==> config.mk <==
export PLATFORM = sky130hd
export DESIGN_NAME = palette_sprite_renderer
export DESIGN_NICKNAME = d
export VERILOG_FILES = /design/src/rtl/sprite_pkg.sv /design/src/rtl/pipe_delay.sv /design/src/rtl/palette_sprite_renderer.sv
export SDC_FILE = /design/constraint.sdc
export NUM_CORES = 1
export LEC_CHECK = 0
export CAP_MARGIN = 20
export CORE_UTILIZATION = 32
export DETAILED_ROUTE_END_ITERATION = 6
export PLACE_DENSITY = 0.57
export SLEW_MARGIN = 20
export SYNTH_ARGS = -nofsm -noshare
export SYNTH_HDL_FRONTEND = slang
export SYNTH_SLANG_ARGS = --single-unit
==> constraint.sdc <==
create_clock -name vga_clk -period 3.9 [get_ports vga_clk]
set_clock_uncertainty 0.15 [all_clocks]
set_input_delay 0.39 -clock vga_clk [delete_from_list [all_inputs] [get_ports vga_clk]]
set_output_delay 0.39 -clock vga_clk [all_outputs]
set_load 0.1 [all_outputs]
==> src/rtl/sprite_pkg.sv <==
// Shared types and helpers for the palettised sprite layer.
// rgb12_t packs a {r,g,b} pixel; addr_w sizes the sprite ROM address.
package sprite_pkg;

  typedef struct packed {
    logic [3:0] r;
    logic [3:0] g;
    logic [3:0] b;
  } rgb12_t;

  localparam rgb12_t BLACK_RGB = '{r: 4'h0, g: 4'h0, b: 4'h0};

  function automatic int addr_w(
    input int frames,
    input int w,
    input int h
  );
    int n;
    n = frames * w * h;
    return (n > 1) ? $clog2(n) : 1;
  endfunction

endpackage

==> src/rtl/pipe_delay.sv <==
// Reset-to-zero shift register of DEPTH stages, W bits wide.
// Ports: clk, rst (async high), din -> dout delayed DEPTH edges.
module pipe_delay #(
  parameter int W     = 1,
  parameter int DEPTH = 1
) (
  input  logic         clk,
  input  logic         rst,
  input  logic [W-1:0] din,
  output logic [W-1:0] dout
);

  logic [DEPTH-1:0][W-1:0] sr_q;
  logic [DEPTH-1:0][W-1:0] sr_d;

  always_comb begin
    sr_d    = sr_q;
    sr_d[0] = din;
    for (int i = 1; i < DEPTH; i++) begin
      sr_d[i] = sr_q[i-1];
    end
  end

  always_ff @(posedge clk or posedge rst) begin
    if (rst) begin
      sr_q <= '0;
    end else begin
      sr_q <= sr_d;
    end
  end

  assign dout = sr_q[DEPTH-1];

endmodule

==> src/rtl/palette_sprite_renderer.sv <==
// Palettised sprite layer: position shadow regs, animation, ROM address
// stage and compositing over bg_rgb. Ports: VGA timing in, ROM/palette
// handshake, registered red/green/blue and hit out.
module palette_sprite_renderer
  import sprite_pkg::*;
#(
  parameter int SPR_W       = 32,
  parameter int SPR_H       = 32,
  parameter int FRAMES      = 4,
  parameter int IDX_W       = 4,
  parameter int SCALE_SHIFT = 0,
  parameter int TRANSP_IDX  = 0,
  parameter int FRAME_DIV   = 8,
  parameter int ROM_LAT     = 1,
  localparam int ADDR_W     = addr_w(FRAMES, SPR_W, SPR_H)
) (
  input  logic              vga_clk,
  input  logic              reset,
  input  logic [9:0]        DrawX,
  input  logic [9:0]        DrawY,
  input  logic              blank,
  input  logic              frame_start,
  input  logic [9:0]        pos_x,
  input  logic [9:0]        pos_y,
  input  logic              pos_valid,
  input  logic              anim_en,
  input  logic              flip_h,
  input  logic [11:0]       bg_rgb,
  output logic [ADDR_W-1:0] rom_address,
  input  logic [IDX_W-1:0]  rom_q,
  output logic [IDX_W-1:0]  pal_index,
  input  logic [11:0]       pal_rgb,
  output logic [3:0]        red,
  output logic [3:0]        green,
  output logic [3:0]        blue,
  output logic              hit
);

  localparam int XW    = $clog2(SPR_W);
  localparam int YW    = $clog2(SPR_H);
  localparam int FW    = (FRAMES > 1) ? $clog2(FRAMES) : 1;
  localparam int DW    = (FRAME_DIV > 1) ? $clog2(FRAME_DIV) : 1;
  localparam int BOX_W = SPR_W << SCALE_SHIFT;
  localparam int BOX_H = SPR_H << SCALE_SHIFT;

  localparam logic [ADDR_W-1:0] FRAME_SZ = ADDR_W'(SPR_W * SPR_H);
  localparam logic [FW-1:0]     LAST_FR  = FW'(FRAMES - 1);
  localparam logic [DW-1:0]     LAST_DIV = DW'(FRAME_DIV - 1);
  localparam logic [IDX_W-1:0]  T_IDX    = IDX_W'(TRANSP_IDX);

  // position shadow and animation state
  logic [9:0]    pend_x_q, pend_x_d;
  logic [9:0]    pend_y_q, pend_y_d;
  logic [9:0]    act_x_q,  act_x_d;
  logic [9:0]    act_y_q,  act_y_d;
  logic [FW-1:0] frame_q,  frame_d;
  logic [DW-1:0] div_q,    div_d;

  // address stage
  logic [ADDR_W-1:0] rom_address_q, rom_address_d;
  logic              in_box_q,      in_box_d;
  logic              blank_q,       blank_d;
  logic [11:0]       bg_q,          bg_d;

  // compositing stage
  rgb12_t rgb_q, rgb_d;
  logic   hit_q, hit_d;

  logic [10:0]   rx;
  logic [10:0]   ry;
  logic [XW-1:0] tx;
  logic [YW-1:0] ty;

  logic        in_box_al;
  logic        blank_al;
  logic [11:0] bg_al;
  logic        opaque;

  always_comb begin
    pend_x_d = pend_x_q;
    pend_y_d = pend_y_q;
    act_x_d  = act_x_q;
    act_y_d  = act_y_q;
    frame_d  = frame_q;
    div_d    = div_q;
    if (pos_valid) begin
      pend_x_d = pos_x;
      pend_y_d = pos_y;
    end
    // active always takes the pre-write pending value
    if (frame_start) begin
      act_x_d = pend_x_q;
      act_y_d = pend_y_q;
    end
    if (frame_start && anim_en) begin
      if (div_q == LAST_DIV) begin
        div_d   = '0;
        frame_d = (frame_q == LAST_FR) ? '0 : frame_q + FW'(1);
      end else begin
        div_d = div_q + DW'(1);
      end
    end
  end

  always_comb begin
    rx       = {1'b0, DrawX} - {1'b0, act_x_q};
    ry       = {1'b0, DrawY} - {1'b0, act_y_q};
    // bit 10 set means the pixel is left of / above the sprite
    in_box_d = !rx[10] && !ry[10] &&
               (rx < 11'(BOX_W)) && (ry < 11'(BOX_H));
    tx       = rx[SCALE_SHIFT +: XW];
    ty       = ry[SCALE_SHIFT +: YW];
    // SPR_W is a power of two, so SPR_W-1-tx is a bitwise invert
    if (flip_h) begin
      tx = ~tx;
    end
    rom_address_d = '0;
    if (in_box_d) begin
      rom_address_d = ADDR_W'(frame_q) * FRAME_SZ
                    + ADDR_W'({ty, tx});
    end
    blank_d = blank;
    bg_d    = bg_rgb;
  end

  // align box/blank/bg with rom_q
  pipe_delay #(
    .W     (14),
    .DEPTH (ROM_LAT)
  ) u_align (
    .clk  (vga_clk),
    .rst  (reset),
    .din  ({in_box_q, blank_q, bg_q}),
    .dout ({in_box_al, blank_al, bg_al})
  );

  always_comb begin
    opaque = in_box_al && (rom_q != T_IDX);
    rgb_d  = BLACK_RGB;
    hit_d  = 1'b0;
    if (blank_al) begin
      if (opaque) begin
        rgb_d = rgb12_t'(pal_rgb);
        hit_d = 1'b1;
      end else begin
        rgb_d = rgb12_t'(bg_al);
      end
    end
  end

  always_ff @(posedge vga_clk or posedge reset) begin
    if (reset) begin
      pend_x_q      <= '0;
      pend_y_q      <= '0;
      act_x_q       <= '0;
      act_y_q       <= '0;
      frame_q       <= '0;
      div_q         <= '0;
      rom_address_q <= '0;
      in_box_q      <= 1'b0;
      blank_q       <= 1'b0;
      bg_q          <= '0;
      rgb_q         <= BLACK_RGB;
      hit_q         <= 1'b0;
    end else begin
      pend_x_q      <= pend_x_d;
      pend_y_q      <= pend_y_d;
      act_x_q       <= act_x_d;
      act_y_q       <= act_y_d;
      frame_q       <= frame_d;
      div_q         <= div_d;
      rom_address_q <= rom_address_d;
      in_box_q      <= in_box_d;
      blank_q       <= blank_d;
      bg_q          <= bg_d;
      rgb_q         <= rgb_d;
      hit_q         <= hit_d;
    end
  end

  assign rom_address = rom_address_q;
  assign pal_index   = rom_q;
  assign red         = rgb_q.r;
  assign green       = rgb_q.g;
  assign blue        = rgb_q.b;
  assign hit         = hit_q;

endmodule

==> impl_metrics.py <==
metrics = {
    "placed_design": {
        "place_ws_ns": 0.2814,
        "hpwl_um": 7070,
        "portBuffers": 103,
        "routabilityCongestion": 0.7841,
        "place_area_sq_mm": 0.005682,
    },
    "worst_setup_path": {
        "slowest_delay_ns": 0.42,
        "start_kind": "input port",
        "cp_top_family": "simple AND/OR/NAND/NOR gates",
        "critPathBufInv": 3,
        "required_ns": 3.99,
        "critPathArrivalTime_ns": 3.35,
        "crit_type": "in2reg",
        "reg2reg_from": "act_x_q[0]",
        "path_cells": "clkdlybuf4s50_1 -> inv_1 -> ha_1 -> inv_1 -> fa_1 -> a21oi_1 -> o221ai_1 -> mux2_2 -> a2111oi_4 -> nand4_2 -> nor4_1",
        "cp_max_fo": 13,
        "crit_start": "DrawX[0]",
        "crit_top_cell": "inv_1",
        "end_kind": "flop",
        "worst_path_max_delay_cell": "nand4_2",
    },
    "clock_network": {
        "cts_sinks": 98,
        "htreeDepth": 3,
        "clock_path_buffers": 2,
        "cts_resized": 0,
        "cts_tree": "done",
        "cts_hold_buf": 0,
        "clk_pin_slew_ns": 0.07,
        "cts-root-buf": "clkbuf_16",
        "cts_setup_buffers": 0,
        "cts_buffers": 9,
        "clock_latency_ns": 0.35,
    },
    "logic_synthesis": {
        "synth_flop_cell": "dfrtp_1",
        "synth_nets": 487,
        "synthTopCellsByCount": "98 x dfrtp_1, 51 x nand2_1, 30 x inv_1",
        "muxShareOfSynthArea_pct": 7.001,
        "avgSynthCellArea_sq_um": 11.55,
        "syn_inst": 387,
        "synth-compound-area-share_pct": 11.51,
        "synthArstFlopShare_pct": 100.0,
        "syn-cell-area_sq_mm": 0.004468,
        "synth_top_family_by_area": "simple AND/OR/NAND/NOR gates",
        "synth_seq_cells": 98,
        "synth_fa_ha_area_share_pct": 7.337,
        "yosys.cell_count.top_type": "dfrtp_1",
        "synthSimpleGateAreaFrac_pct": 11.73,
        "synth_xor_area_share_pct": 2.744,
        "ys_top_cells_by_area": "dfrtp_1 55%, mux2_2 6.6%, ha_1 6.4%, nand2_1 4.3%, o21ai_0 3.0%",
        "synth_edf_count": 0,
        "yosysWarnings": 0,
        "ys_types": 47,
        "synth_top_cell_by_area": "dfrtp_1",
        "ys_seq_area_share_pct": 54.89,
        "yosysTopAreaCellShare_pct": 54.89,
    },
    "min_path": {
        "worstHoldStart": "bg_q[11]",
        "hold_path_class": "reg2reg",
    },
    "global_routing": {
        "globalRouteMet2Util_pct": 20.87,
        "grt_antenna_before_repair": 0,
        "grt_pass1_wl_um": 15280,
        "globalRouteOverflowTotal": 0,
        "first_global_vias": 3047,
        "grt_max_degree": 63,
        "use_met3_pct": 3.517,
        "grt_util_met1_pct": 19.08,
        "gr-usage-all-layers_pct": 13.85,
        "busiest_layer": "met2",
    },
    "flow_run": {
        "drv_cap": 0,
    },
    "sta": {
        "hold_viol": 0,
        "postLayoutSetupSlackWorst_ns": 0.6389,
        "tightest_slew_ns": 0.9864,
        "fmax_mhz": 306.6,
        "rsz0062_at_grt": "false",
        "setup_viol": 0,
        "fin_crit_ns": 3.261,
        "maxSlewViolCount": 0,
        "fin_setup_tns_ns": 0,
        "period_share_pct": 83.62,
        "relSlewSlack_pct": 34.03,
    },
    "finish": {
        "area_growth_pct": 33.41,
        "stdcell_area_sq_mm": 0.005961,
        "final_nets": 584,
        "diodes": 0,
        "final_layout_size_suffix_gt1_share_pct": 12.47,
    },
    "detailed_routing": {
        "wl_um": 9401,
        "via_per_inst": 4.618,
        "route.vias.total": 3071,
        "wl_per_cell_um": 14.14,
        "drc": 0,
        "drtAntennaViolNets": 0,
        "drtPass1Iterations": 4,
        "first_iter_violations": 146,
    },
    "floorplanning": {
        "die_x_um": 120.2,
        "die_h_um": 120.2,
        "initial_core_util_pct": 33.21,
        "rows": 42,
        "core_sq_mm": 0.01345,
        "ios": 104,
        "die-area_sq_mm": 0.01444,
    },
    "power_and_ir_drop": {
        "peakVddDrop_mv": 0.2103,
        "leakagePower_uw": 0.002592,
        "power.density_mw_per_mm2": 441.6,
    },
    "status": {
        "status": "finished, final reports clean",
    },
}
stage by stage:
stage	instances	power, uW	hold WS (ns)	util (%)
after floorplan	387	1609	0.1812	-
after global placement	649	1801	0.1821	42.15
after detailed placement	649	1817	0.1855	42.23
after CTS	665	2667	0.1962	44.31
after global routing	665	2791	0.1926	44.31
final	665	2632	0.1899	44.31
metal layers:
layer	up-vias	wire length, um
li1	1531	-
met1	1464	4452
met2	66	4404
met3	10	416
met4	0	128
met5	-	0
cell families (layout without fill, tap and decap cells):
kind of cell | after synthesis | after routing
DFF | 98 | 98
xor gates and xnor gates | 14 | 14
adders and majority gates | 25 | 25
muxes | 28 | 28
and+or+nand+nor | 98 | 98
AOI/OAI and AO/OA | 73 | 73
buffers and inverters | 51 | 153
flip-flops by register name (all words and copies together), names as in the netlist, 2 cells and up:
| signal | count |
|---|---|
| pend_x_q | 10 |
| frame_q | 2 |
| u_align.dout | 14 |
| act_x_q | 10 |
| act_y_q | 10 |
| bg_q | 12 |
| rom_address | 12 |
| red | 4 |
| div_q | 3 |
| green | 4 |
| blue | 4 |
| pend_y_q | 10 |
layout make-up:
cell class                      count  area [sq um]
Clock buffer                       10         229.0
Clock inverter                      6         50.05
Fill cell                        1287          7492
Inverter                           30         115.1
Multi-Input combinational cell    238          1821
Sequential cell                    98          2452
Tap cell                          176         220.2
Timing Repair Buffer              107          1074
power by group:
| part | internal [uW] | leakage (uW) | switching, uW | total, uW |
|---|---|---|---|---|
| combinational | 281 | 0.00125 | 367 | 648 |
| clock | 441 | 0.000135 | 398 | 839 |
| sequential | 1100 | 0.00121 | 42.4 | 1150 |
worst paths after layout:
path	end	slack [ns]	cells after the start
max	rom_address[0]	0.64	11
min	u_align.dout[11]	0.19	0
max reg2reg	rom_address[0]	0.69	9
min reg2reg	u_align.dout[11]	0.19	0
max in group asynchronous	pend_y_q[7]	2.56	3
min in group asynchronous	u_align.dout[10]	0.38	2
cells in the final DEF (no fill, tap or decap), types with 2 or more instances in the layout:
cell             instances
nand4_1                  2
o221ai_1                 2
clkdlybuf4s50_1        103
xnor2_1                  7
a21boi_0                12
nand3b_1                 3
fa_1                     2
o21ai_0                 27
o2111a_1                 2
nor2_1                   8
mux2_2                  26
dfrtp_1                 98
nand3_1                  4
o211ai_1                 3
nor3b_1                  2
and2_1                   2
clkbuf_16                9
mux2i_1                  2
ha_1                    23
nor2b_1                  4
nor3_1                   5
xor2_1                   7
nand2_1                 51
nor4_1                   3
inv_1                   29
a21o_1                   5
nor4_2                   9
a21oi_1                  9
buf_4                    3
clkinv_4                 2
nand2b_1                 2
(Power assumes the default switching activity.)
